`config.mk`:
```
export PLATFORM = sky130hd
export DESIGN_NAME = inst_fetch
export DESIGN_NICKNAME = d
export VERILOG_FILES = /design/src/rtl/inst_fetch_pkg.sv /design/src/rtl/inst_fetch_classify.sv /design/src/rtl/inst_fetch.sv
export SDC_FILE = /design/constraint.sdc
export NUM_CORES = 1
export LEC_CHECK = 0
export CELL_PAD_IN_SITES_DETAIL_PLACEMENT = 0
export CELL_PAD_IN_SITES_GLOBAL_PLACEMENT = 1
export CORE_MARGIN = 2
export CORE_UTILIZATION = 32
export CTS_BUF_LIST = sky130_fd_sc_hd__clkbuf_4
export DETAILED_ROUTE_END_ITERATION = 8
export PLACE_DENSITY_LB_ADDON = 0.1
export SYNTH_ARGS = -nofsm -noshare
export SYNTH_HDL_FRONTEND = slang
export SYNTH_HIERARCHICAL = 1
export SYNTH_SLANG_ARGS = --single-unit
```
`constraint.sdc`:
```
create_clock -name clk -period 4.7 [get_ports clk]
set_input_delay 1.41 -clock clk [delete_from_list [all_inputs] [get_ports clk]]
set_output_delay 1.41 -clock clk [all_outputs]
set_load 0.1 [all_outputs]
```
`src/rtl/inst_fetch_pkg.sv`:
```
// ISA definitions shared by the NECPU front-end: opcodes, field positions, bus widths.
package inst_fetch_pkg;

  localparam int INST_W = 32;
  localparam int ADDR_W = 32;

  localparam int OP_MSB  = 15;
  localparam int OP_LSB  = 12;
  localparam int RD_MSB  = 11;
  localparam int RD_LSB  = 8;
  localparam int RS1_MSB = 7;
  localparam int RS1_LSB = 4;
  localparam int RS2_MSB = 3;
  localparam int RS2_LSB = 0;
  localparam int IMM_MSB = 7;
  localparam int IMM_LSB = 0;

  typedef enum logic [3:0] {
    OP_NOP   = 4'd0,
    OP_LOAD  = 4'd1,
    OP_STORE = 4'd2,
    OP_SET   = 4'd3,
    OP_LT    = 4'd4,
    OP_EQ    = 4'd5,
    OP_BEQ   = 4'd6,
    OP_BNE   = 4'd7,
    OP_ADD   = 4'd8,
    OP_SUB   = 4'd9,
    OP_SHL   = 4'd10,
    OP_SHR   = 4'd11,
    OP_AND   = 4'd12,
    OP_OR    = 4'd13,
    OP_INV   = 4'd14,
    OP_XOR   = 4'd15
  } opcode_t;

  typedef enum logic {
    RUN        = 1'b0,
    WAIT_REDIR = 1'b1
  } fetch_state_t;

endpackage

```
`src/rtl/inst_fetch_classify.sv`:
```
// Flags instructions that may write R[0] (the PC) and therefore need a redirect.
module inst_classify
  import inst_fetch_pkg::*;
(
  input  logic [3:0] op,
  input  logic [3:0] rd,
  output logic       is_ctrl
);

  always_comb begin
    is_ctrl = 1'b0;
    case (opcode_t'(op))
      OP_BEQ, OP_BNE:   is_ctrl = 1'b1;
      OP_NOP, OP_STORE: is_ctrl = 1'b0;
      default:          is_ctrl = (rd == 4'd0);
    endcase
  end

endmodule

```
`src/rtl/inst_fetch.sv`:
```
// Fetch/decode front-end: PC-driven fetch, field split, valid/ready issue to execute,
// stall on PC-writing instructions until execute supplies the resolved target.
module inst_fetch
  import inst_fetch_pkg::*;
#(
  parameter logic [ADDR_W-1:0] RESET_PC = '0,
  parameter int                CNT_W    = 16
) (
  input  logic              clk,
  input  logic              rst,
  output logic [ADDR_W-1:0] imem_addr,
  input  logic [INST_W-1:0] imem_inst,
  output logic              dec_valid,
  input  logic              dec_ready,
  output logic [ADDR_W-1:0] dec_pc,
  output logic [3:0]        dec_op,
  output logic [3:0]        dec_rd,
  output logic [3:0]        dec_rs1,
  output logic [3:0]        dec_rs2,
  output logic [7:0]        dec_imm,
  input  logic              redir_valid,
  input  logic [ADDR_W-1:0] redir_pc,
  output logic [CNT_W-1:0]  issued_cnt,
  output logic              redir_err
);

  fetch_state_t      state;
  logic [ADDR_W-1:0] pc;
  logic              is_ctrl;
  logic              fire;
  logic              capture;
  logic              unused_inst_hi;

  // Upper half of the word carries no ISA fields.
  assign unused_inst_hi = ^imem_inst[INST_W-1:16];

  assign imem_addr = pc;
  assign fire      = dec_valid && dec_ready;
  assign capture   = (state == RUN) && (!dec_valid || dec_ready);

  inst_classify u_classify (
    .op      (imem_inst[OP_MSB:OP_LSB]),
    .rd      (imem_inst[RD_MSB:RD_LSB]),
    .is_ctrl (is_ctrl)
  );

  always_ff @(posedge clk or posedge rst) begin
    if (rst) begin
      state      <= RUN;
      pc         <= RESET_PC;
      dec_valid  <= 1'b0;
      dec_pc     <= '0;
      dec_op     <= '0;
      dec_rd     <= '0;
      dec_rs1    <= '0;
      dec_rs2    <= '0;
      dec_imm    <= '0;
      issued_cnt <= '0;
      redir_err  <= 1'b0;
    end else begin
      if (fire) begin
        issued_cnt <= issued_cnt + CNT_W'(1);
      end
      case (state)
        RUN: begin
          if (redir_valid) begin
            redir_err <= 1'b1;
          end
          if (capture) begin
            dec_valid <= 1'b1;
            dec_pc    <= pc;
            dec_op    <= imem_inst[OP_MSB:OP_LSB];
            dec_rd    <= imem_inst[RD_MSB:RD_LSB];
            dec_rs1   <= imem_inst[RS1_MSB:RS1_LSB];
            dec_rs2   <= imem_inst[RS2_MSB:RS2_LSB];
            dec_imm   <= imem_inst[IMM_MSB:IMM_LSB];
            if (is_ctrl) begin
              state <= WAIT_REDIR;
            end else begin
              pc <= pc + 32'd1;
            end
          end else if (fire) begin
            dec_valid <= 1'b0;
          end
        end
        WAIT_REDIR: begin
          // The instruction still pending on dec_* is delivered independently of the redirect.
          if (fire) begin
            dec_valid <= 1'b0;
          end
          if (redir_valid) begin
            pc    <= redir_pc;
            state <= RUN;
          end
        end
        default: state <= RUN;
      endcase
    end
  end

endmodule

```
Word-level counts from Yosys, hierarchy flattened
Index checks and enable logic that the tools add are counted.
Word-level totals
  register bits after elaboration: 107
  input bits: 68
  output and inout bits: 106
  word-level logic and storage cells: 43
Operators by class
  $add $sub $neg: 2
  equality and inequality tests: 6
  muxes and demuxes: 12
  bitwise logic cells: 1
  reduce and logical (&&, ||, !) cells: 11
Operator list (number)
  2-to-1 mux 32 bit: 3
  case mux 32 bit (2 select lines): 1
  adder 32 x 1 -> 32 bit, second input constant: 1
  adder 16 x 1 -> 16 bit, second input constant: 1
  == test 4 x 3 -> 1 bit, second input constant: 2
  zero test 4 bit: 2
  inequality test 2 bit, second input constant: 3
  case mux 1 bit (2 select lines): 3
  2-to-1 mux 1 bit: 5
  == test 4 x 2 -> 1 bit, second input constant: 1
  AND reduction 2 bit: 2
  OR reduction 2 bit: 2
  AND reduction 3 bit: 1
  logical AND 1 bit: 2
  zero test 1 bit: 1
  logical OR 1 bit: 1
  inverter 1 bit: 1

Depth between registers and ports, before layout
  depth in word-level cells: 6
  gate-level depth with buffers: 9
  gate-level depth less buffers: 8

Hierarchy
Netlist, hierarchy kept.
By module, submodules not included
  inst_fetch: times used 1, cells each 430, area an instance 4732.0 um2, seq. area each 2477.4 um2
  inst_classify: times used 1, cells each 5, area an instance 32.5 um2, seq. area each 0.0 um2

Least setup slack after synthesis
OpenSTA, ideal clock, no wires.
  path kind: input -> register
  from: in imem_inst[13]
  to: reg pc[30] (netlist: imem_addr[30])
  library setup time: 0.087 ns
  arrival: 2.911 ns
  required time: 4.613 ns
  path slack: 1.702 ns
  stages on the path: 7
  path buffers: 0
  cell sequence: nor2b_1 > o21ai_1 > nand2_1 > nor4_2 > nand4_1 > or4_1 > o211ai_1
Between the ends
  cells in the longest elaborated chain, start to end: 5
  elaborated cells between the ends (all ways): 9
  classes of those cells: eq/ne (4); mux (1); reduce/logical (4)
Ends and longest elaborated chain
  start: declaration: RTL line inst_fetch.sv:12  | input logic [INST_W-1:0] imem_inst,
  == test 4 x 2 -> 1 bit (tied with other cells): RTL line inst_fetch_classify.sv:12  | case (opcode_t'(op))
  OR reduction 2 bit: RTL line inst_fetch_classify.sv:12
  case mux 1 bit (2 select lines) *: RTL line inst_fetch_classify.sv:12
  via is_ctrl: RTL line inst_fetch.sv:29  | logic is_ctrl;
  inequality test 2 bit (no line) *
  AND reduction 3 bit (no line) *
  end signal: assignment: RTL line inst_fetch.sv:80  | pc <= pc + 32'd1;
  end signal: assignment: RTL line inst_fetch.sv:92  | pc <= redir_pc;
  end: declaration: RTL line inst_fetch.sv:28  | logic [ADDR_W-1:0] pc;
The timed path passes the listed nets; every way through them passes the cells marked *.
A chain may end at the register's enable or synchronous reset.

Final worst setup path
  from: reg pc[2] (netlist: imem_addr[2])
  to: out imem_addr[2]
RTL lines
  end: declaration: RTL line inst_fetch.sv:11  | output logic [ADDR_W-1:0] imem_addr,
No word-level cell between the ends.

==> summary.txt <==
Outcome
  – Status: finished clean

Worst setup path
  – Worst setup SP type: register
  – Max stage delay on crit path: 1.21 ns
  – CP Class: reg2out
  – CP cell instances: clkdlybuf4s50_1
  – Worst r2r path cells: 6
  – Crit path capture type: output port
  – Reg2reg setup slack: 1.96 ns
  – CP max FO: 10
  – Worst path required time: 3.29 ns
  – Worst Path Buf+Inv: 1
  – CP top delay family: buffers and inverters
  – Capture point of the worst reg-to-reg path: imem_addr[26]$_DFFE_PP0P_
  – Reg2reg start: state$_DFF_PP0_
  – CP arrival: 2.26 ns
  – Critical path's slowest cell: clkdlybuf4s50_1

Routing
  – Vias/cell: 5.17
  – Remaining DRCs: 0
  – Routed vias: 3980
  – Routed Antenna Nets: 0
  – Final wirelength: 13.5 mm
  – DRT Pass-1 Iters: 7
  – Initial DRC count: 134
  – WL/cell: 17.5 um

Synthesis
  – Synth Area in Simple Gates: 16.8%
  – EDFF count, synth: 0
  – Synth top area cells: dfrtp_1 (52%), mux2_2 (12%), nand3_1 (2.6%), o21ai_0 (2.6%), xnor2_1 (2.4%)
  – Main synth FF type: dfrtp_1
  – Compound-cell area share of the yosys netlist: 11.7%
  – Yosys cell types: 63
  – Post-Synth Adder-Cell Area: 0.525%
  – Synthesized netlist cell count: 435
  – Post-synthesis instance area: 4760 um^2
  – Sequential area share after synthesis: 52.0%
  – Largest family of logic cells by synthesized area: simple AND/OR/NAND/NOR gates
  – Mapped Nets: 505
  – Yosys top cell area share: 52.0%
  – Post-synth top area cell: dfrtp_1
  – Mapped Avg Cell Area: 11.0 um^2
  – Yosys warns: 6
  – Asr flop ratio synth: 100%
  – Post-Synth XOR/XNOR Area: 2.76%
  – #FFs+latches synth: 99
  – Mux share of post-synthesis cell area: 12.2%

Global route
  – Largest net degree at the start of global routing: 76
  – Number of global-route vias before repair: 3920
  – Tot GR Track Use: 17.4%
  – First-pass GRT wire length: 21.7 mm
  – Initial antenna violation count: 1
  – Global route total overflow: 0

Clock network
  – Num Clock Sinks: 99
  – Post-CTS sizing: 0
  – Max Root-Sink Buffers: 2
  – Clk Latency, worst-skew pair: 0.46 ns
  – CTS tree: built
  – Cts hold-fix bufs: 0
  – Num CTS Buffers: 9
  – CTS H-Tree Depth: 3
  – Root Driver: clkbuf_4
  – CTS clk-pin slew, worst paths: 0.15 ns
  – Total setup buffers inserted after CTS: 0

Min path
  – WHS Path Cells: 1
  – Hold Path End: redir_err$_DFFE_PP0P_
  – HP Class: reg2reg
  – Min-delay src: redir_err$_DFFE_PP0P_

Floorplan
  – CORE AREA: 14500 um^2
  – Starting Density: 32.8%
  – Die Y: 126 um
  – Die W: 126 um
  – I/O pin cnt: 174
  – DIE AREA: 15900 um^2
  – Num rows: 44

Finish
  – Share of layout cells above drive strength 1: 15.1%
  – Final Cell Area: 6620 um^2
  – Synthesis-to-finish area growth: 39.0%
  – Nets: 649

Placed design
  – Cell Area, Placed: 6490 um^2
  – Final GP Congestion: 0.799
  – Number of buffers added on ports: 157
  – Dpl hpwl: 9.56 mm

STA
  – Skew final: 0.0121 ns
  – Normalized max-slew margin: 32.7%
  – Final setup fails: 0
  – Final-report hold violation count: 0
  – Min Tclk post-route: 3.67 ns
  – Setup TNS Final: 0 ns
  – Max-slew violations: 0
  – RSZ-0062 raised after global routing: false
  – Slew @ Worst Pin: 1.01 ns
  – Fin crit share: 78.1%
  – Highest clock rate: 0.272 GHz

Job
  – Max Cap Viol: 0
per-stage QoR:
step / worst slack, ns / utilization (%) / instances / hold slack (ns)
2_1_floorplan: 0.700 / - / 435 / 0.770
3_3_place_gp: 0.827 / 44.6 / 752 / 0.445
3_5_place_dp: 0.830 / 44.6 / 752 / 0.460
4_1_cts: 0.990 / 45.5 / 768 / 0.491
5_1_grt: 0.929 / 45.6 / 770 / 0.508
6_report: 1.03 / 45.6 / 770 / 0.485
state kept, by name (all words and copies together), names as in the netlist:
signal      count
dec_op          4
dec_imm         1
state           1
redir_err       1
dec_pc         32
dec_rs1         4
dec_rd          4
dec_valid       1
issued_cnt     16
dec_rs2         3
imem_addr      32
synthesized netlist by cell type (3+ instances only):
master and count:
mux2i_1 3, and3_1 5, mux2_2 49, nor3b_1 3
and2_1 3, a21oi_1 22, clkbuf_1 16, o211ai_1 5
o21ai_0 25, or3_1 7, inv_1 9, dfrtp_1 99
nor3_1 14, nor2_1 16, o22ai_1 3, xnor2_1 13
nand2_1 30, nand4_1 9, buf_4 10, nand3_1 25
nor4_1 7, a311oi_1 3
final cells by class:
class,instances,area [um^2]
flip-flops and latches,99,2480
diodes,2,5.00
multi-input cells,297,2100
fillers,1404,7910
repair buffers,163,1640
well taps,184,230
inverters,9,36.3
clock inverters,6,56.3
clock buffers,10,75.1
routing by layer:
layer  track usage (%)  vias to the layer above  wire length, um
met2              27.7                      133             6400
li1                  -                     1891                -
met5                 0                        -                0
met3              3.27                        8              832
met1              23.7                     1948             6100
met4              6.33                        0              165
worst max path at each step:
stage / from / to / slack, ns / depth (start not counted)
2_1_floorplan: rst / dec_imm[3]$_DFFE_PP0P_ / 0.70 / 1
3_3_place_gp: imem_inst[9] / imem_addr[22]$_DFFE_PP0P_ / 0.83 / 10
3_5_place_dp: imem_inst[9] / imem_addr[22]$_DFFE_PP0P_ / 0.83 / 10
4_1_cts: imem_addr[2]$_DFFE_PP0P_ / imem_addr[2] / 0.99 / 1
5_1_grt: imem_addr[2]$_DFFE_PP0P_ / imem_addr[2] / 0.93 / 1
6_report: imem_addr[2]$_DFFE_PP0P_ / imem_addr[2] / 1.03 / 1
placed cells by master (no fill, tap or decap), types with 3 or more instances in the layout:
cell type / Yosys / layout
clkdlybuf4s50_1: 0 / 157
dfrtp_1: 99 / 99
mux2_2: 49 / 49
nand2_1: 30 / 30
o21ai_0: 25 / 25
nand3_1: 25 / 25
a21oi_1: 22 / 22
nor2_1: 16 / 15
nor3_1: 14 / 14
xnor2_1: 13 / 13
clkbuf_4: 0 / 10
nand4_1: 9 / 9
inv_1: 9 / 8
nor4_1: 7 / 7
or3_1: 7 / 7
and3_1: 5 / 5
o211ai_1: 5 / 5
buf_4: 10 / 4
and2_1: 3 / 3
mux2i_1: 3 / 3
nor3b_1: 3 / 3
o22ai_1: 3 / 3
a311oi_1: 3 / 3
clkinv_2: 0 / 3
kinds of logic after synthesis:
group                      Yosys count
and+or+nand+nor                    141
DFF                                 99
buffers and inverters               39
xor gates and xnor gates            15
AOI/OAI and AO/OA                   87
muxes                               52
adders and majority gates            2
Power is left out: the tool's default activity adds up to more than one toggle a clock period on the data nets, which glitch-free logic cannot reach.
